`src/rtl/button_array_dev.sv`:
```
// button_array_dev: memory-mapped pushbutton input device.
// Each channel is synchronised, debounced and turned into a single press
// event; events collect in a data-register mask and raise a level IRQ.
module button_array_dev #(
    parameter int unsigned N_CH            = 4,
    parameter int unsigned DEBOUNCE_CYCLES = 16
) (
    input  logic            clk,
    input  logic            rst,
    input  logic [N_CH-1:0] buttons,
    input  logic            dev_sel,
    input  logic            addr,
    input  logic            rd,
    input  logic            wr,
    input  logic [7:0]      wdata,
    output logic [7:0]      rdata,
    output logic            irq
);

    localparam int unsigned CNT_W = $clog2(DEBOUNCE_CYCLES + 1);
    localparam logic [CNT_W-1:0] CNT_MAX = CNT_W'(DEBOUNCE_CYCLES);

    typedef enum logic [1:0] {
        RELEASED     = 2'd0,
        PRESS_PEND   = 2'd1,
        PRESSED      = 2'd2,
        RELEASE_PEND = 2'd3
    } db_state_t;

    logic [N_CH-1:0] sync1;
    logic [N_CH-1:0] sync2;
    logic [N_CH-1:0] press_c;
    logic [N_CH-1:0] cap_c;
    logic [N_CH-1:0] mask;
    logic            ena;
    logic            ie;
    logic            dba;
    logic            of;

    logic            csr_wr_c;
    logic            csr_rd_c;
    logic            dr_rd_c;
    logic            cap_any_c;
    logic [7:0]      csr_c;
    logic            unused_wdata_c;

    // Two-flop synchroniser for the raw button levels
    always_ff @(posedge clk) begin
        if (rst) begin
            sync1 <= '0;
            sync2 <= '0;
        end else begin
            sync1 <= buttons;
            sync2 <= sync1;
        end
    end

    for (genvar i = 0; i < N_CH; i++) begin : g_ch
        db_state_t        state;
        logic [CNT_W-1:0] cnt;

        // Debounce FSM: a level change is accepted after DEBOUNCE_CYCLES+1 stable samples
        always_ff @(posedge clk) begin
            if (rst) begin
                state <= RELEASED;
                cnt   <= '0;
            end else begin
                case (state)
                    RELEASED: begin
                        if (sync2[i]) begin
                            state <= PRESS_PEND;
                            cnt   <= CNT_W'(1);
                        end
                    end
                    PRESS_PEND: begin
                        if (!sync2[i]) begin
                            state <= RELEASED;
                            cnt   <= '0;
                        end else if (cnt == CNT_MAX) begin
                            state <= PRESSED;
                            cnt   <= '0;
                        end else begin
                            cnt <= cnt + CNT_W'(1);
                        end
                    end
                    PRESSED: begin
                        if (!sync2[i]) begin
                            state <= RELEASE_PEND;
                            cnt   <= CNT_W'(1);
                        end
                    end
                    RELEASE_PEND: begin
                        if (sync2[i]) begin
                            state <= PRESSED;
                            cnt   <= '0;
                        end else if (cnt == CNT_MAX) begin
                            state <= RELEASED;
                            cnt   <= '0;
                        end else begin
                            cnt <= cnt + CNT_W'(1);
                        end
                    end
                    default: begin
                        state <= RELEASED;
                        cnt   <= '0;
                    end
                endcase
            end
        end

        // Press pulse on the edge that moves the FSM into PRESSED
        assign press_c[i] = (state == PRESS_PEND) && sync2[i] && (cnt == CNT_MAX);
    end

    // Bus decode; a simultaneous write suppresses the read
    assign csr_wr_c  = dev_sel & wr & ~addr;
    assign csr_rd_c  = dev_sel & rd & ~wr & ~addr;
    assign dr_rd_c   = dev_sel & rd & ~wr & addr;
    assign cap_c     = ena ? press_c : '0;
    assign cap_any_c = |cap_c;
    assign csr_c     = {3'b000, ena, ie, dba, of, 1'b0};

    // Write-data bits that have no register behind them
    assign unused_wdata_c = ^{wdata[7:5], wdata[2], wdata[0]};

    // CSR, event mask, read data and interrupt registers
    always_ff @(posedge clk) begin
        if (rst) begin
            ena   <= 1'b0;
            ie    <= 1'b0;
            dba   <= 1'b0;
            of    <= 1'b0;
            mask  <= '0;
            rdata <= 8'h00;
            irq   <= 1'b0;
        end else begin
            if (csr_wr_c) begin
                ena <= wdata[4];
                ie  <= wdata[3];
                if (wdata[1]) begin
                    of <= 1'b0;
                end
            end

            // A new event on top of an unread one overruns, unless it is being read now
            if (cap_any_c && dba && !dr_rd_c) begin
                of <= 1'b1;
            end

            if (csr_rd_c) begin
                rdata <= csr_c;
            end else if (dr_rd_c) begin
                rdata <= 8'(mask);
            end

            // A DR read restarts the mask with whatever presses land on the same edge
            if (dr_rd_c) begin
                mask <= cap_c;
                dba  <= cap_any_c;
            end else if (cap_any_c) begin
                mask <= mask | cap_c;
                dba  <= 1'b1;
            end

            irq <= ie & dba;
        end
    end

endmodule
```
`config.mk`:
```
export PLATFORM = sky130hd
export DESIGN_NAME = button_array_dev
export DESIGN_NICKNAME = d
export VERILOG_FILES = /design/src/rtl/button_array_dev.sv
export SDC_FILE = /design/constraint.sdc
export NUM_CORES = 1
export LEC_CHECK = 0
export CAP_MARGIN = 20
export CORE_ASPECT_RATIO = 1.4
export CORE_MARGIN = 2
export CORE_UTILIZATION = 45
export DETAILED_ROUTE_END_ITERATION = 10
export PLACE_DENSITY_LB_ADDON = 0.15
export RECOVER_POWER = 25
export SYNTH_ARGS = -nofsm -noshare
export SYNTH_HDL_FRONTEND = slang
export SYNTH_SLANG_ARGS = --single-unit
```
`constraint.sdc`:
```
create_clock -name clk -period 1.55 [get_ports clk]
set_input_delay 0.31 -clock clk [delete_from_list [all_inputs] [get_ports clk]]
set_output_delay 0.31 -clock clk [all_outputs]
set_load 0.1 [all_outputs]
```
==> flow_summary.ini, run 1 <==
[setup_path]
worstReg2RegStart = g_ch[2].cnt[1]
ff2ff_setup_slack_ns = 0.07
cp.arrival_ns = 1.71
crit_type = reg2reg
cp-end-kind = register
startpoint_type = register
reg2reg_to = g_ch[2].cnt[4]
slowest_stage = dfxtp_2
reg2reg_depth = 7
required_ns = 1.78
worstPathCellList = inv_2, ha_4, and4bb_2, nor4b_4, buf_4, nand2_2, a31oi_1
cp_max_fo = 4
cp_num_buf_inv = 2
critical_path.top_delay_family = simple AND/OR/NAND/NOR gates
path_depth = 7
slowest_delay_ns = 0.35

[cells_and_area]
multi_input_area_sq_um = 1190
antennaDiodeCount = 0
layout.nets = 313
final_common_cell = dfxtp_1
final-seq-area_sq_um = 1000
fin_area_sq_um = 2820
mostFrequentLayoutCells = dfxtp_1 (47), nand2_1 (25), buf_4 (22)
fillCellCount = 421
area_delta_synth_final_pct = 25.1
utilization = 0.582
stdcell_count = 352
final_layout_size_suffix_gt1_frac = 0.201

[timing]
rsz0062_at_grt = true
final.setup.tns_ns = 0
fin_ws_ns = 0.0682
fin_crit_sh = 0.956
finalSetupViolCount = 0
hold_viol = 0
timing.fmax_ghz = 0.675
slew_viol_final = 0
min_period_ns = 1.48
clock_skew_ns = 0.00727

[placement]
pre_cts_slack_ns = -0.0405
gp_congestion = 0.773
dp_cells = 339
dp_hpwl_um = 3060
placed_area_sq_um = 2650
portBuffers = 18

[yosys]
ys_seq_area_frac = 0.444
synth_compound_area_frac = 0.126
synth_edf_count = 0
yosys.area_share.simple = 0.282
synth_cells = 249
synth_top_area_frac = 0.444
yosys_register_bits = 50
synth_cell_type_count = 42
yosys-top-cells-area = dfxtp_1 (44%), ha_1 (4.4%), nand2_1 (4.3%)
synth_top_family_by_area = simple AND/OR/NAND/NOR gates
yosys-mux-area-fraction = 0.0222
synthAdderAreaFrac = 0.0444
postSynthAreaPerCell_sq_um = 9.04
synth-xor-area-share = 0.0372
synth_top_cell_by_area = dfxtp_1
ys_warn_count = 0
ys_async_sr_fraction = 0
synth_area_sq_um = 2250
synthFlopType = dfxtp_1

[clocking]
htreeDepth = 2
cts_buffers = 5
postCtsHoldBufs = 0
cts_buffer_depth = 2
clkSinkCount = 50
cts_tree = built
clockRootBuffer = clkbuf_8
clk_pin_slew_ns = 0.09
clock_latency_ns = 0.30

[global_route]
grt.total_usage = 0.163
grt_antenna_before_repair = 0
grt_first_pass_wirelength_um = 7250
grt_max_degree = 17
grt-ovfl-total = 0
grt_pass1_vias = 1714

[detailed_routing]
drc_errors = 0
drt_first_iter_violations = 59
dr_total_vias = 1796
wire_per_inst_um = 12.3
routed_wl_um = 4330
routed_via_density = 5.10
first_pass_iters = 4
drtAntennaViolNets = 0

[power_and_ir_drop]
p_leak_nw = 1.10
power.density_nw_per_um2 = 841
peakVddDrop_v = 0.000635

[min_path]
min_from = sync1[0]
worstHoldPathCells = 1
min_to = sync2[0]
hold_path_class = reg2reg

[floorplan]
die_h_um = 87.7
core_sq_um = 4840
ioPinCount = 27
start_util = 0.465
rows = 30
dieArea_sq_um = 5590
die_x_um = 63.8

[job]
drv_cap = 0

[outcome]
status = complete, no violations
cell usage after synthesis, types with 4 or more instances:
library cell   n
dfxtp_1       50
nand2_1       26
a21oi_1       18
nand3_1       18
inv_1         11
nor2_1        11
nor2b_1        9
or3_1          9
and3_1         8
ha_1           8
o21ai_0        8
a31oi_1        6
clkbuf_1       6
mux2i_1        5
nand4_1        4
nor3b_1        4
metrics by stage:
step | total power, mW | hold WS [ns]
finish | 2.37 | 0.445
global route | 2.47 | 0.459
CTS | 2.40 | 0.451
detailed placement | 1.59 | 0.424
global placement | 1.58 | 0.417
floorplan | 1.50 | 0.414
per-layer routing:
metal | wire [um] | up-vias | track usage
met2 | 2190 | 20 | 0.294
met5 | 0 | - | 0
met4 | 80 | 0 | 0.0731
met3 | 84 | 7 | 0.0270
met1 | 1970 | 820 | 0.189
li1 | - | 949 | -
power breakdown:
group,internal [mW],switching (mW),leakage [nW],total [mW]
Clock,0.368,0.443,0.0478,0.811
Sequential,1.31,0.0217,0.407,1.33
Combinational,0.0962,0.134,0.648,0.230
flip-flops by register name, indices dropped and copies added, names as in the netlist, named ones only:
| register | cells |
|---|---|
| rdata | 5 |
| sync1 | 4 |
| mask | 4 |
| g_ch.cnt | 20 |
| ie | 1 |
| dba | 1 |
| ena | 1 |
| of | 1 |
| sync2 | 4 |
| irq | 1 |
| g_ch.state | 4 |
how the worst max path moves through the flow:
stage / start / end / slack [ns]
2_1_floorplan: g_ch[2].cnt[0] / g_ch[2].cnt[4] / 0.09
3_3_place_gp: rst / g_ch[1].cnt[2] / -0.03
3_5_place_dp: rst / g_ch[2].cnt[4] / -0.04
4_1_cts: g_ch[2].cnt[0] / g_ch[2].cnt[2] / 0.02
5_1_grt: g_ch[2].cnt[1] / g_ch[2].cnt[4] / -0.03
6_report: g_ch[2].cnt[1] / g_ch[2].cnt[4] / 0.07
kinds of logic after synthesis:
logic type	count (synthesis)
AND/OR/NAND/NOR	110
flip-flops	50
AO/OA/AOI/OAI	46
buffers and inverters	22
adder cells (fa/ha/maj)	8
XOR/XNOR	7
multiplexers	5
other	1
final cells by class:
type	count	share of cell area
clock buffers	6	0.0293
well taps	64	0.0284
multi-input cells	179	0.421
clock inverters	2	0.00577
repair buffers	40	0.144
inverters	11	0.0147
flip-flops and latches	50	0.357
repair_timing:
item	4_1_cts	5_1_grt
pin swaps	2	5
gates resized for setup	3	7
setup endpoints to repair	1	6
buffers inserted	3	2
No activity file was read; power rests on OpenSTA's default activity.
==> run 2, diff against run 1 <==
--- a/config.mk
+++ b/config.mk
@@ -10,6 +10,7 @@
 export CORE_MARGIN = 2
 export CORE_UTILIZATION = 45
 export DETAILED_ROUTE_END_ITERATION = 10
+export GPL_ROUTABILITY_DRIVEN = 0
 export PLACE_DENSITY_LB_ADDON = 0.15
 export RECOVER_POWER = 25
 export SYNTH_ARGS = -nofsm -noshare
==> results of run 2 <==
Same layout as run 1: the final DEF is identical, and so are final timing and power.
==> run 3, diff against run 2 <==
--- a/config.mk
+++ b/config.mk
@@ -8,9 +8,11 @@
 export CAP_MARGIN = 20
 export CORE_ASPECT_RATIO = 1.4
 export CORE_MARGIN = 2
-export CORE_UTILIZATION = 45
+export CORE_UTILIZATION = 40
+export CTS_CLUSTER_SIZE = 25
 export DETAILED_ROUTE_END_ITERATION = 10
 export GPL_ROUTABILITY_DRIVEN = 0
+export HOLD_SLACK_MARGIN = 0.08
 export PLACE_DENSITY_LB_ADDON = 0.15
 export RECOVER_POWER = 25
 export SYNTH_ARGS = -nofsm -noshare
==> run 3 against run 2 <==
Clock skew up 0.00075 ns. Combinational power down 4%. Register-to-register slack about the same. Count of clock-buffer cells in the layout unchanged. Critical endpoint unchanged. Total power up 0.42%. Core utilization down 7.8 points. First-iteration DRC count down 64%. Worst hold slack better by 0.0030 ns. Routed wire length up 0.53%.
==> flow_summary.ini, run 3 (synthesis gave the netlist of run 1 again) <==
[setup_path]
reg2reg_to = g_ch[2].cnt[4]
ff2ff_setup_slack_ns = 0.07
endpoint = g_ch[2].cnt[4]
cp.arrival_ns = 1.72
cp_max_fo = 5
worstReg2RegStart = g_ch[2].cnt[0]
reg2reg_depth = 6
crit_type = reg2reg
required_ns = 1.79
startpoint_type = register
crit_start = g_ch[2].cnt[0]
cp-end-kind = register

[timing]
hold_viol = 0
slew-limit-headroom = 0.641
timing.fmax_ghz = 0.674
final.setup.tns_ns = 0
clock_skew_ns = 0.00802
min_period_ns = 1.48
worst_slew_pin_slew_ns = 0.541
slew_viol_final = 0
rsz0062_at_grt = true
fin_crit_sh = 0.957
finalSetupViolCount = 0

[clocking]
htreeDepth = 2
cts_buffer_depth = 2
cts_tree = built
clk_pin_slew_ns = 0.09
clkSinkCount = 50
clockRootBuffer = clkbuf_8
clock_latency_ns = 0.31
postCtsHoldBufs = 0
cts_buffers = 5

[global_route]
grt.total_usage = 0.153
grt_pass1_vias = 1665
grt_max_degree = 17
grt_first_pass_wirelength_um = 7380
grt_antenna_before_repair = 0
grt-ovfl-total = 0

[cells_and_area]
area_delta_synth_final_pct = 22.8
final_common_cell = dfxtp_1
fin_area_sq_um = 2770
top_register = g_ch.cnt
mostFrequentLayoutCells = dfxtp_1 (47), nand2_1 (26), buf_4 (19)
final_layout_size_suffix_gt1_frac = 0.185
utilization = 0.504
top_regs = g_ch.cnt (20), rdata (5)
layout.nets = 311
largest_register_ffs = 20
antennaDiodeCount = 0

[detailed_routing]
routed_wl_um = 4350
dr_total_vias = 1805
first_pass_iters = 4
drc_errors = 0
drt_first_iter_violations = 21
drtAntennaViolNets = 0
routed_via_density = 5.10
wire_per_inst_um = 12.3

[floorplan]
start_util = 0.411
die_x_um = 67.4
core_sq_um = 5490
dieArea_sq_um = 6250
die_h_um = 92.8
ioPinCount = 27
rows = 32

[placement]
dp_hpwl_um = 3100
placed_area_sq_um = 2650
portBuffers = 18

[outcome]
status = complete, no violations

[min_path]
min_from = sync1[3]
hold_path_class = reg2reg

[job]
drv_cap = 0

[power_and_ir_drop]
power.density_nw_per_um2 = 861
p_leak_nw = 1.08
p_total_mw = 2.38
peakVddDrop_v = 0.000407
-- run 3: cell types whose count changed in the layout (fill, tap and decap cells not counted), sizes merged --
cell	before	now
buf	28	24
clkbuf	6	8
clkdlybuf4s50	12	11
dlygate4sd3	0	1
-- run 3: critical path: stages (launching register included) --
cell      delay [ns]
dfxtp_2         0.34
inv_2           0.04
ha_2            0.16
and4bb_2        0.24
nor4b_4         0.33
a41oi_2         0.16
a31oi_1         0.14
-- run 3: worst min-delay path by stage --
stage | cells past startpoint | endpoint
after floorplan | 1 | sync2[0]
after global placement | 1 | sync2[3]
after detailed placement | 1 | sync2[0]
after CTS | 1 | sync2[0]
after global routing | 1 | sync2[3]
final | 1 | sync2[3]
-- run 3: routing by layer --
layer | vias to the layer above | GRT usage | share of wire
li1 | 944 | - | -
met1 | 837 | 0.185 | 0.45
met2 | 17 | 0.258 | 0.51
met3 | 7 | 0.0292 | 0.024
met4 | 0 | 0.0612 | 0.017
met5 | - | 0 | 0
-- run 3: what timing repair did --
| item | CTS | global route |
|---|---|---|
| endpoints found under the setup margin | 1 | 8 |
| gates resized for setup | 4 | 6 |
| setup buffers | 3 | 1 |
| pin swaps | 2 | 6 |
-- run 3: final cells by class --
cell class | instances | area [sq um]
clock buffer | 6 | 82.6
clock inverter | 2 | 16.3
fill | 521 | 2720
inverter | 11 | 41.3
multi-input combinational | 179 | 1190
sequential | 50 | 1000
tap | 68 | 85.1
timing repair buffer | 38 | 342
-- run 3: where the power goes --
| part | switching, mW | internal [mW] | leakage [nW] |
|---|---|---|---|
| Clock | 0.463 | 0.368 | 0.0478 |
| Sequential | 0.0199 | 1.31 | 0.407 |
| Combinational | 0.133 | 0.0872 | 0.625 |
-- run 3: per-stage QoR --
| step | cells | hold slack (ns) | setup WS [ns] |
|---|---|---|---|
| after floorplan | 251 | 0.414 | 0.0928 |
| final | 354 | 0.448 | 0.0673 |
| after CTS | 353 | 0.448 | 0.0193 |
| after global routing | 354 | 0.460 | -0.0231 |
| after global placement | 342 | 0.420 | -0.0888 |
| after detailed placement | 342 | 0.423 | -0.130 |
